File: src/rtl/mux_scan_pipe.sv
// Registered channel multiplexer with a static-select mode and an
// auto-scan mode that walks every channel in turn and pulses wrap after
// the last one. All outputs come straight from flops.
module mux_scan_pipe #(
   parameter  int WIDTH    = 8,
   parameter  int CHANNELS = 16,
   localparam int SEL_W    = (CHANNELS > 1) ? $clog2(CHANNELS) : 1
) (
   input  logic                      clk,
   input  logic                      reset,
   input  logic [CHANNELS*WIDTH-1:0] in,
   input  logic [SEL_W-1:0]          sel,
   input  logic                      mode,
   input  logic                      en,
   output logic [WIDTH-1:0]          out_data,
   output logic                      out_valid,
   output logic [SEL_W-1:0]          out_ch,
   output logic                      sel_err,
   output logic                      wrap
);

   // Parameter sanity, checked once at elaboration.
   if (WIDTH < 1) begin : g_bad_width
      $error("mux_scan_pipe: WIDTH must be at least 1");
   end
   if (CHANNELS < 2) begin : g_bad_channels
      $error("mux_scan_pipe: CHANNELS must be at least 2");
   end

   // One extra bit so CHANNELS == 2**SEL_W still compares correctly.
   localparam logic [SEL_W:0]   CH_LIMIT = (SEL_W + 1)'(CHANNELS);
   localparam logic [SEL_W-1:0] LAST_CH  = SEL_W'(CHANNELS - 1);

   typedef enum logic {
      ST_STATIC = 1'b0,
      ST_SCAN   = 1'b1
   } state_t;

   state_t           state;
   state_t           state_next;
   logic [SEL_W-1:0] scan_cnt;
   logic [SEL_W-1:0] scan_cnt_next;
   logic [SEL_W-1:0] cap_ch;
   logic             cap_scan;
   logic             sel_ok;
   logic [WIDTH-1:0] ch_data;

   assign sel_ok = ({1'b0, sel} < CH_LIMIT);

   // Next state and capture decode; only consumed on enabled cycles.
   always_comb begin
      // NOTE: every variable gets a default first so no path leaves it
      // unassigned, which would otherwise infer a latch.
      state_next    = state;
      scan_cnt_next = scan_cnt;
      cap_ch        = sel;
      cap_scan      = 1'b0;
      if (mode) begin
         state_next = ST_SCAN;
         cap_scan   = 1'b1;
         if (state == ST_STATIC) begin
            // Entering scan always starts from channel 0.
            cap_ch        = '0;
            scan_cnt_next = SEL_W'(1);
         end else begin
            cap_ch        = scan_cnt;
            scan_cnt_next = (scan_cnt == LAST_CH) ? '0 : scan_cnt + SEL_W'(1);
         end
      end else begin
         state_next = ST_STATIC;
      end
   end

   // Channel mux; an out-of-range index matches nothing and yields zero.
   always_comb begin
      ch_data = '0;
      for (int k = 0; k < CHANNELS; k++) begin
         if (cap_ch == SEL_W'(k)) ch_data = in[k*WIDTH +: WIDTH];
      end
   end

   // Mode state register, advancing only on enabled cycles.
   always_ff @(posedge clk) begin
      // NOTE: clocked state uses non-blocking assignments so every flop
      // samples pre-edge values regardless of block ordering.
      if (reset)   state <= ST_STATIC;
      else if (en) state <= state_next;
   end

   // Capture registers: outputs and scan counter.
   always_ff @(posedge clk) begin
      if (reset) begin
         out_data  <= '0;
         out_valid <= 1'b0;
         out_ch    <= '0;
         sel_err   <= 1'b0;
         wrap      <= 1'b0;
         scan_cnt  <= '0;
      end else if (en) begin
         out_data  <= ch_data;
         out_valid <= 1'b1;
         out_ch    <= cap_ch;
         sel_err   <= !cap_scan && !sel_ok;
         wrap      <= cap_scan && (cap_ch == LAST_CH);
         scan_cnt  <= scan_cnt_next;
      end else begin
         out_valid <= 1'b0;
         wrap      <= 1'b0;
      end
   end

endmodule

File: config.mk
export PLATFORM = sky130hd
export DESIGN_NAME = mux_scan_pipe
export DESIGN_NICKNAME = d
export VERILOG_FILES = /design/src/rtl/mux_scan_pipe.sv
export SDC_FILE = /design/constraint.sdc
export NUM_CORES = 1
export LEC_CHECK = 0
export ABC_AREA = 1
export CAP_MARGIN = 30
export CORE_MARGIN = 2
export CORE_UTILIZATION = 36
export CTS_CLUSTER_DIAMETER = 150
export DETAILED_ROUTE_END_ITERATION = 10
export GPL_ROUTABILITY_DRIVEN = 0
export PLACE_DENSITY_LB_ADDON = 0.15
export SLEW_MARGIN = 10
export SYNTH_ARGS = -nofsm -noshare
export SYNTH_HDL_FRONTEND = slang
export SYNTH_SLANG_ARGS = --single-unit
File: constraint.sdc
create_clock -name clk -period 4.9 [get_ports clk]
set_input_delay 0.98 -clock clk [delete_from_list [all_inputs] [get_ports clk]]
set_output_delay 0.98 -clock clk [all_outputs]
set_load 0.05 [all_outputs]
# Word level (Yosys, flattened, before mapping)
# Index checks and enable logic that the tools add are counted.
op_classes:
  n_eq_ne: 16
  bitwise_logic: 1
  muxes: 22
  n_reduce_logical: 4
  add_sub_neg: 1
ops:
  columns: ["operator", "n"]
  rows:
  - ["$mux W8", 16]
  - ["$eq A4 B4 Y1 const B", 9]
  - ["$eq A4 B3 Y1 const B", 4]
  - ["$mux W4", 4]
  - ["$eq A4 B2 Y1 const B", 2]
  - ["$add A4 B1 Y4 const B", 1]
  - ["$eq A4 B1 Y1 const B", 1]
  - ["$logic_not A4 Y1", 1]
  - ["$mux W1", 2]
  - ["$reduce_and A2 Y1", 1]
  - ["$reduce_or A2 Y1", 1]
  - ["$logic_and A1 B1 Y1", 1]
  - ["$not A1 Y1", 1]
word_totals:
  register_bits: 19
  wordCells: 50
  out_inout_bits: 15
  inputBits: 136

# Depth between registers and ports, before layout
# Gate-level depths: netlist (run 1).
logic_depth:
  depth_word: 19
  depth_mapped: 18

# Worst setup path after synthesis (run 1)
# Ideal clock, no wire load.
synth_timing:
  kind: "input-to-reg"
  from: "input mode"
  to: "register out_data[4]"
  n_path_buf: 0
  stages: 15
  arrival_ns: 2.170
  setup_ns: 0.117
  path_slack_ns: 2.614
  t_required_ns: 4.783
  path_cell_list: "inv_2 nand2_1 nand2_2 inv_2 nor2_1 inv_2 nor2_1 inv_1 or2_1 nand2_1 nand3_1 nand2_1 nand2_1 nand2_1 a21oi_1"
synth_between:
  elab_chain_cells: 18
  elab_cells_between_ends: 33
synth_lines:
  columns: ["element", "line", "source"]
  rows:
  - ["start, declared", "13", "input logic mode,"]
  - ["$mux W4 *", "58", "if (mode) begin"]
  - ["$logic_not A4 Y1", "78", "if (cap_ch == SEL_W'(k)) ch_data = in[k*WIDTH +: WIDTH];"]
  - ["$mux W8 (15 in series)", "78", null]
  - ["$mux W8 *", "78", null]
  - ["end signal, assigned", "100", "out_data <= ch_data;"]
  - ["end, declared", "15", "output logic [WIDTH-1:0] out_data,"]
# Every way passes the cells marked *; elsewhere a longest branch is shown, timed or not.
# A chain may end at the register's enable or synchronous reset.

# Worst setup path after layout (run 1)
layout_timing:
  from: "input mode"
  to: "register out_data[0]"
# The elaborated chain is that of the path after synthesis.

==> metrics.md, run 1 <==
| Metric | Value |
|---|---|
| Synth top area share | `roughly a quarter` |
| Final nets | `644` |
| Fraction of registers with async set/reset | `0%` |
| Root buf cell | `clkbuf_8` |
| Slowest CP cell | `clkdlybuf4s50_1` |
| Post-synth EDFFs | `0` |
| Simple-gate share of the synthesized area | `approximately three fifths` |
| Sw Pwr | `0.000172 W` |
| P_int | `about 0.00036 W` |
| Unique masters post-synth | `28` |
| Synth Register Bits | `19` |
| FF/Latch Area | `between 300 and 400 sq um` |
| Top cell type by total area after synthesis | `nand2_1` |
| Total global-route track usage | `roughly a quarter` |
| Worst slack at placement | `approximately 1600 ps` |
| Clock period minus worst slack | `3010 ps` |
| Post-Syn Area | `between 1500 and 2000 sq um` |
| Worst Skew | `about 1.1 ps` |
| Clock Sinks | `19` |
| Max Cap Viol | `0` |
| Crit path capture type | `flop` |
| Peak supply drop | `between 150 and 200 uV` |
| Setup TNS | `0 ps` |
| Critical Path Fanout Max | `6` |
| Congestion Overflow GR | `0` |
| Iter 0 DRT Violations | `129` |
| Register area share after synthesis | `between 20% and 30%` |
| Sw frac | `roughly 32%` |
| Worst path max stage delay | `between 500 and 600 ps` |
| Xor/xnor share of the synthesized area | `0%` |
| Worst-margin pin slew | `between 500 and 600 ps` |
| Total number of vias | `2,709` |
| Largest family of logic cells by synthesized area | `simple AND/OR/NAND/NOR gates` |
| Area grow syn2layout | `84.6%` |
| Area contributors post-synth | `nand2_1 (24%), dfxtp_1 (20%), nor2_1 (12%), inv_1 (6.9%), nand4_1 (6.9%)` |
| Main synth FF type | `dfxtp_1` |
| Die height | `76.5 microns` |
| Dpl cell area | `between 3000 and 4000 sq um` |
| Hold buffers post-CTS | `0` |
| DRC viols | `0` |
| Arrival time worst endpoint | `3120 ps` |
| Final setup margin | `1890 ps` |
| Final Hold Vio Count | `0` |
| Number of diodes | `0` |
| Antenna violations before repair | `0` |
| Rel. slew slack | `about 61%` |
| Pleak | `1.46 nW` |
| TritonCTS clock tree | `yes` |
| Buf+Inv Stages, Crit Path | `2` |
| Delay-heaviest family, CP | `simple AND/OR/NAND/NOR gates` |
| Final setup vio count | `0` |
| Rows | `26` |
| PortBufs | `149` |
| Count of final max-slew check failures | `0` |
| YS warnings | `0` |
| Clock power share | `around a fifth` |
| Final worst-path cycle share | `slightly above 60%` |
| Pwr dens | `roughly 150 nW/um^2` |
| CP startpoint | `mode` |
| Worst-case clock buffer depth | `2` |
| Outcome | `complete, no violations` |
| Syn Inst Count | `~360` |
| Largest net degree at the start of global routing | `18` |
| Area of the multi-input gates | `between 1000 and 1500 sq um` |
| Routed len/inst | `about 13 microns` |
| Die W | `between 70 and 80 microns` |
| RSZ-0062 raised after global routing | `false` |
| Compound-Gate Fraction of Synth Area | `9.13%` |
| DR vias/cell | `between 4 and 5` |
| Combinational share of power | `between 40% and 50%` |
| Crit path required time | `5010 ps` |
| Seq pwr share | `approximately a third` |
| Avg Inst Size Synth | `roughly 5.3 sq um` |
| Layout cells sized above 1 | `~7.1%` |
| Detailed Place HPWL | `between 6 and 7 mm` |
| Global-route wire length before repair | `approximately 12 mm` |
| ANT nets after route | `0` |
| Setup Buffers After CTS | `0` |
| Fin area | `around 3500 sq um` |
| Proportion of synthesized area in mux cells | `0%` |
| Die area | `roughly 6000 sq um` |
| Vias in the first global route | `2,517` |
| Most frequent cells in the layout | `clkdlybuf4s50_1 (149), nand2_1 (123), nor2_1 (62)` |
| Hold path startpoint | `out_data[7]` |
| Kind of critical path | `primary input to flop` |
| H-Tree Level Count | `1` |
| Most common cell after layout, fill and taps aside | `clkdlybuf4s50_1` |
| Top Ports | `~150` |
| Syn Nets | `roughly 500` |
| Synth Area in Adders | `0.662%` |
| Worst path cell trace | `clkdlybuf4s50_1 > nand3_1 > nand2_2 > inv_2 > nand2_2 > nor2_2 > nand2_1 > nand3_1 > nor2_1 > nand4_1 > nor2_1 > nand4_1 > nor2_1 > nand4_1 > nand2_1 > a21oi_1` |
| WL final | `around 7.7 mm` |
| Crit path launch type | `primary input` |
| FMAX | `0.332 GHz` |
| Clock buffer count from CTS | `3` |
| 1st-pass router iterations | `5` |
| Clk Latency, worst-skew pair | `250 ps` |
| Core ar. | `approximately 5000 sq um` |
| Fill cell count | `between 400 and 500` |
| Worst Hold Class | `flop to flop` |
| Worst r2r src | `state` |
| Starting density of the core | `between 30% and 40%` |
| CTS resizes | `0` |
| Reg clk slew, reported paths | `approximately 70 ps` |
==> state kept, by name, summed over array words and instances, names as in the netlist <==
| signal | cells |
|---|---|
| out_ch | 4 |
| wrap | 1 |
| out_valid | 1 |
| scan_cnt | 4 |
| out_data | 8 |
| state | 1 |
==> synthesized netlist by cell type (4+ instances only) <==
library cell / number
nand2_1: 123
nor2_1: 62
inv_1: 35
a21oi_1: 22
nand3_1: 21
nand4_1: 21
dfxtp_1: 19
nand2_2: 12
nor2_2: 11
inv_2: 7
o211ai_1: 4
==> final cells by class <==
class                      instances  share of cell area [%]
clock buffer                       4                    1.29
inverter                          43                    4.63
multi-input combinational        291                    37.9
sequential                        19                    10.9
tap                               70                    2.51
timing repair buffer             149                    42.7
==> worst register-to-register path: stages (launching register included) <==
cell,delay [ps]
dfxtp_1,500
nand3_1,150
nand2_2,140
inv_2,70
nand2_2,140
nor2_2,100
nand2_1,70
nand3_1,80
nor2_1,100
nand4_1,110
nor2_1,110
nand4_1,90
nor2_1,160
nand4_1,120
nand2_1,80
a21oi_1,60
==> metrics by stage <==
stage               hold slack [ps]  total power (W)  utilization, %  cells
floorplan                       459         0.000282               -    358
global placement                453         0.000428            67.9    572
detailed placement              460         0.000428            67.9    572
CTS                             473         0.000536            68.8    576
global route                    486         0.000561            68.8    576
finish                          468         0.000533            68.8    576
==> power by group through the flow <==
stage                     logic (W)  clock network [W]  registers [W]
after floorplan           0.0000822                  0       0.000200
after global placement     0.000255                  0       0.000173
after detailed placement   0.000255                  0       0.000173
after CTS                  0.000257           0.000109       0.000170
after global routing       0.000276           0.000114       0.000171
final                      0.000257           0.000106       0.000170
==> metal layers <==
metal	global-route usage, %	part of all wire (%)
met1	32.9	45
met2	44.2	48
met3	3.55	6.1
met4	4.91	1.1
met5	0	0
==> path summary, 6_finish.rpt <==
kind	cells after the start	slack [ps]	endpoint
worst max register to register	15	2690	out_data[0]
worst min register to register	2	470	out_data[7]
worst max-delay path	16	1890	out_data[0]
worst min-delay path	2	470	out_data[7]
==> logic make-up after synthesis <==
family          after synthesis
other cells                   1
buf+inv                      48
fa+ha+maj                     1
compound gates               31
flops                        19
simple gates                258
Power figures use the tool's default switching activity.
==> inputs of run 2 (changes only) <==
- CORE_UTILIZATION: 36 -> 34
- clock period: 4.9 -> 3 ns (I/O delays scaled with it)
==> run 2 against run 1 <==
Against the previous run:
- design area up 1.6%
- critical path depth unchanged
- register-to-register slack worse by 1900 ps
- sequential share of layout area down 0.17 points
- first-iteration DRC count up 14%
- combinational power up 65%
- count of clock-buffer cells in the layout unchanged
- wire length up 0.23%
- highest routed layer unchanged
- largest power group unchanged
- core utilization down 3.6 points
- sequential cell count unchanged
- sequential power up 64%
==> metrics.md, run 2 (same netlist as run 1, synthesis figures left out) <==
| Metric | Value |
|---|---|
| FMAX | `0.376 GHz` |
| Dpl cell area | `3500 sq um (was 3440 sq um)` |
| Final worst-path cycle share | `88.5%` |
| Area grow syn2layout | `87.5% (was 84.6%)` |
| Most frequent cells in the layout | `clkdlybuf4s50_1 (149), nand2_1 (123), nor2_1 (62) (unchanged)` |
| Worst-margin pin slew | `567 ps (was 587 ps)` |
| Antenna violations before repair | `0 (unchanged)` |
| Congestion Overflow GR | `0 (unchanged)` |
| Starting density of the core | `34.8% (was 37.3%)` |
| Pleak | `1.50 nW (was 1.46 nW)` |
| H-Tree Level Count | `1 (unchanged)` |
| Root buf cell | `clkbuf_8 (unchanged)` |
| Largest net degree at the start of global routing | `18 (unchanged)` |
| CTS resizes | `0 (unchanged)` |
| ANT nets after route | `0 (unchanged)` |
| TritonCTS clock tree | `yes (unchanged)` |
| Crit path launch type | `primary input (unchanged)` |
| Fill cell count | `521 (was 462)` |
| Final Hold Vio Count | `0 (unchanged)` |
| Rows | `27 (was 26)` |
| Global-route wire length before repair | `11.9 mm (was 12.2 mm)` |
| Clk Latency, worst-skew pair | `250 ps (about the same)` |
| Die height | `78.6 microns (was 76.5 microns)` |
| WL final | `7.72 mm (was 7.70 mm)` |
| RSZ-0062 raised after global routing | `false (unchanged)` |
| Vias in the first global route | `2,512 (was 2,517)` |
| 1st-pass router iterations | `5 (unchanged)` |
| Max Cap Viol | `0 (unchanged)` |
| PortBufs | `149 (unchanged)` |
| Pwr dens | `247 nW/um^2 (was 153 nW/um^2)` |
| Top Ports | `151 (unchanged)` |
| Kind of critical path | `primary input to flop (unchanged)` |
| Routed len/inst | `13.2 microns (was 13.4 microns)` |
| Total global-route track usage | `23.6% (was 25.2%)` |
| Regs by FF count | `out_data x8, out_ch x4, scan_cnt x4 (unchanged)` |
| Reg with most FFs | `out_data (unchanged)` |
| Crit path capture type | `flop (unchanged)` |
| Worst Skew | `1.85 ps (was 1.07 ps)` |
| Fin area | `3540 sq um (was 3490 sq um)` |
| Count of final max-slew check failures | `0 (unchanged)` |
| Clock buffer count from CTS | `3 (unchanged)` |
| Setup Buffers After CTS | `0 (unchanged)` |
| DR vias/cell | `4.76 (was 4.70)` |
| Clock period minus worst slack | `2660 ps` |
| Most common cell after layout, fill and taps aside | `clkdlybuf4s50_1 (unchanged)` |
| Die area | `6170 sq um (was 5850 sq um)` |
| Peak supply drop | `329 uV (was 165 uV)` |
| DRC viols | `0 (unchanged)` |
| Core ar. | `5440 sq um (was 5070 sq um)` |
| Layout cells sized above 1 | `8.38% (was 7.11%)` |
| Clock Sinks | `19 (unchanged)` |
| Total number of vias | `2,783 (was 2,709)` |
| Iter 0 DRT Violations | `147 (was 129)` |
| Max reg flops | `8 (unchanged)` |
| Crit path required time | `3110 ps (was 5010 ps)` |
| Setup TNS | `0 ps (unchanged)` |
| Arrival time worst endpoint | `2770 ps (was 3120 ps)` |
| Final nets | `651 (was 644)` |
| Die W | `78.6 microns (was 76.5 microns)` |
| Final setup vio count | `0 (unchanged)` |
| Hold buffers post-CTS | `0 (unchanged)` |
| Worst Hold Class | `flop to flop (unchanged)` |
| Critical Path Fanout Max | `6 (unchanged)` |
| Detailed Place HPWL | `6.32 mm (was 6.36 mm)` |
| Worst-case clock buffer depth | `2 (unchanged)` |
| Rel. slew slack | `62.1% (was 60.7%)` |
| Outcome | `complete, no violations (unchanged)` |
| Reg clk slew, reported paths | `60 ps (was 70 ps)` |
| Number of diodes | `0 (unchanged)` |
-- run 2: worst max-delay path: stages --
cell and delay (ps):
clkdlybuf4s50_1 590, nand3_1 120, nand2_2 130, inv_2 70, nand2_2 130, nor2_2 100
nand2_1 70, nand3_1 90, nor2_1 90, nand4_1 140, nor2_1 120, nand4_1 100
nor2_1 120, nand4_1 140, nand2_1 90, a21oi_1 60
-- run 2: through the flow --
step	total power, W	instances	util (%)	worst slack (ps)	hold WS, ps
2_1_floorplan	0.000461	358	-	1090	459
6_report	0.000875	585	65.2	344	464
4_1_cts	0.000879	585	65.2	358	470
5_1_grt	0.000924	585	65.2	201	492
3_3_place_gp	0.000703	581	64.3	180	457
3_5_place_dp	0.000705	581	64.3	93.3	461
-- run 2: worst paths after layout --
path / start / endpoint / slack, ps / depth (start not counted)
setup / recovery: mode / out_data[1] / 340 / 16
hold / removal: out_data[3] / out_data[3] / 460 / 2
setup reg to reg: state / out_data[1] / 760 / 15
hold reg to reg: out_data[3] / out_data[3] / 460 / 2
-- run 2: area by class of cell --
class | instances | area (sq um) | area share [%]
multi-input cells | 291 | 1320 | 37.3
flip-flops and latches | 19 | 380 | 10.7
inverters | 43 | 161 | 4.55
clock buffers | 4 | 45.0 | 1.27
well taps | 72 | 90.1 | 2.54
repair buffers | 156 | 1540 | 43.6
-- run 2: routing by layer --
metal	GRT usage (%)	up-vias	wire length [microns]
met5	0	-	0
met2	42.0	141	3680
met1	29.5	1193	3240
li1	-	1443	-
met3	4.37	6	721
met4	5.09	0	71
-- run 2: power breakdown --
part	internal, W	leakage (nW)	switching [W]
Clock	0.0000944	0.0228	0.0000795
Combinational	0.000229	1.32	0.000194
Sequential	0.000267	0.156	0.0000103
==> RTL edit (config.mk and constraints of run 2) <==
Set the parameter `CHANNELS` to 32 (it was 16).
--- a/src/rtl/mux_scan_pipe.sv
+++ b/src/rtl/mux_scan_pipe.sv
@@ -3,7 +3,7 @@
 // the last one. All outputs come straight from flops.
 module mux_scan_pipe #(
    parameter  int WIDTH    = 8,
-   parameter  int CHANNELS = 16,
+   parameter  int CHANNELS = 32,
    localparam int SEL_W    = (CHANNELS > 1) ? $clog2(CHANNELS) : 1
 ) (
    input  logic                      clk,
Interface: changed (resized in, out_ch and sel); port bits go from 151 to 281. The function was not compared with the original's and may differ.
==> RTL edit against run 2 <==
Worst hold slack better by 11 ps; critical path type unchanged; sequential cell count is 2 higher; area after synthesis is 78% higher; the run now ends with setup timing left; clock power is 14% higher; highest routed layer unchanged; largest power group unchanged; setup slack worse by 350 ps; design area is 110% higher; power is 63% higher; wire length grew to 2.5 times the old value.
==> RTL edit: results (changes against run 2) <==
Outcome
  • Run status: finished with violations
  • Failing checks: setup timing

Power and ir drop
  • Clock power frac: 13.8% (-6.1 points)
  • Pleak: 3.35 nW (+120%)
  • Internal Power: 0.912 mW (+54%)
  • Comb power frac: 64.5% (+16 points)
  • Total power per unit cell area: 192 nW/µm² (-22%)

Placed design
  • PortBufs: 279 (+87%)
  • Post-DP Area: 6770 µm² (+94%)
  • Post-DP HPWL: 15100 µm (+140%)
  • Setup slack at placement: -883 ps (-976 ps)
  • Dpl cells: 1132 (+95%)

Route
  • WL final: 19400 µm (+150%)
  • DR vias: 5921 (+110%)
  • DR iter-0 viols: 307 (+110%)
  • Met3 WL: 1650 µm (+130%)
  • Wire per inst: 16.6 µm (+26%)
  • Wl on met1: 7060 µm (+120%)

Yosys
  • Synth Area in Adders: 0.744% (+0.082 points)
  • Main synth FF type: dfxtp_1
  • Netlist cell types: 34 (+21%)
  • Compound-Gate Fraction of Synth Area: 9.78% (+0.65 points)
  • Syn_nets: 933 (+88%)
  • Synth area leaders: nand2_1 27%, nand4_1 13%, dfxtp_1 13%
  • Syn avg cell area: 5.05 µm² (-4.4%)
  • Seq/Total Area, Yosys: 12.5% (-7.6 points)
  • Synth cell count leaders: 245 x nand2_1, 89 x nor2_1, 85 x inv_1

Critical path
  • Critical path endpoint: out_data[5]
  • R2r endpoint: out_data[4]
  • Crit path arrival time: 3140 ps (+370 ps)
  • Register-to-Register Path Depth: 27 (+12)
  • Worst reg-to-reg setup slack: 10 ps (-750 ps)

Timing
  • Setup_tns: -12.3 ps (-12.3 ps)
  • Min setup slack post-route: -9.81 ps (-354 ps)
  • Setup Viol. Count Final: 3 (+3)
  • Fin Hold WS: 474 ps (+10.5 ps)
  • Worst-Margin Slew: 613 ps (+45.4 ps)
  • Worst clock skew: 6.86 ps (+5.01 ps)

Clocking
  • CTS Buffer Depth: 2 (unchanged)
  • Total of cells resized after clock tree synthesis: 64 (+64)
  • Post CTS Setup Buffer Count: 21 (+21)
  • Worst skew pair latency: 270 ps (+20 ps)
  • Clock transition at path regs: 80 ps (+20 ps)

GRT
  • GRT Resource Usage Total: 32.8% (+9.2 points)
  • M2 GR Usage: 62.6% (+21 points)
  • Met1 usage in global routing: 36.0% (+6.5 points)
  • Pin count of the biggest net entering global routing: 20 (+2)
  • Met3 usage: 6.25% (+1.9 points)
  • First-pass GRT wire length: 27800 µm (+130%)
  • Vias in the first global route: 5761 (+130%)

Hold path
  • Worst Hold Depth: 2 (unchanged)
  • Min-delay src: out_data[7]
  • Hold Crit Endpoint: out_data[7]

Cells and area
  • Ratio of cells with drive above 1 in the final layout: 19.6% (+11 points)
  • Nets: 1304 (+100%)
  • Top Registers: out_data (8), out_ch (5), scan_cnt (5)
==> RTL edit: cell types whose count changed after synthesis, moves of 4 or more <==
cell	change
o21ai_0	+11
or2_2	+17
nand2_2	-4
inv_1	+50
nand2_1	+122
a21oi_1	+13
nand3_1	+5
nor2_1	+27
nand4_1	+47
buf_4	+4
nor2_2	-7
==> RTL edit: critical path, stage by stage <==
cell and delay [ps]:
buf_12 110, buf_8 110, nand3_4 80, buf_6 140, a21oi_4 240, nand2_4 90, nor2_4 150, buf_4 150
buf_4 110, nand2_1 50, nand2_1 60, nand4_1 90, nor2_1 100, nand4_1 80, nor2_1 120, nand4_1 100
nor2_1 110, nand4_1 120, nor2_1 140, nand4_1 100, nand2_1 90, nand4_1 70, nand2_1 70, a21oi_1 50
==> RTL edit: cell type report <==
class | instances | area, µm²
inverter | 94 | 370
clock buffer | 3 | 41.3
multi-input combinational | 533 | 2720
fill | 735 | 2250
sequential | 21 | 427
timing repair buffer | 384 | 3700
clock inverter | 1 | 7.51
tap | 133 | 166
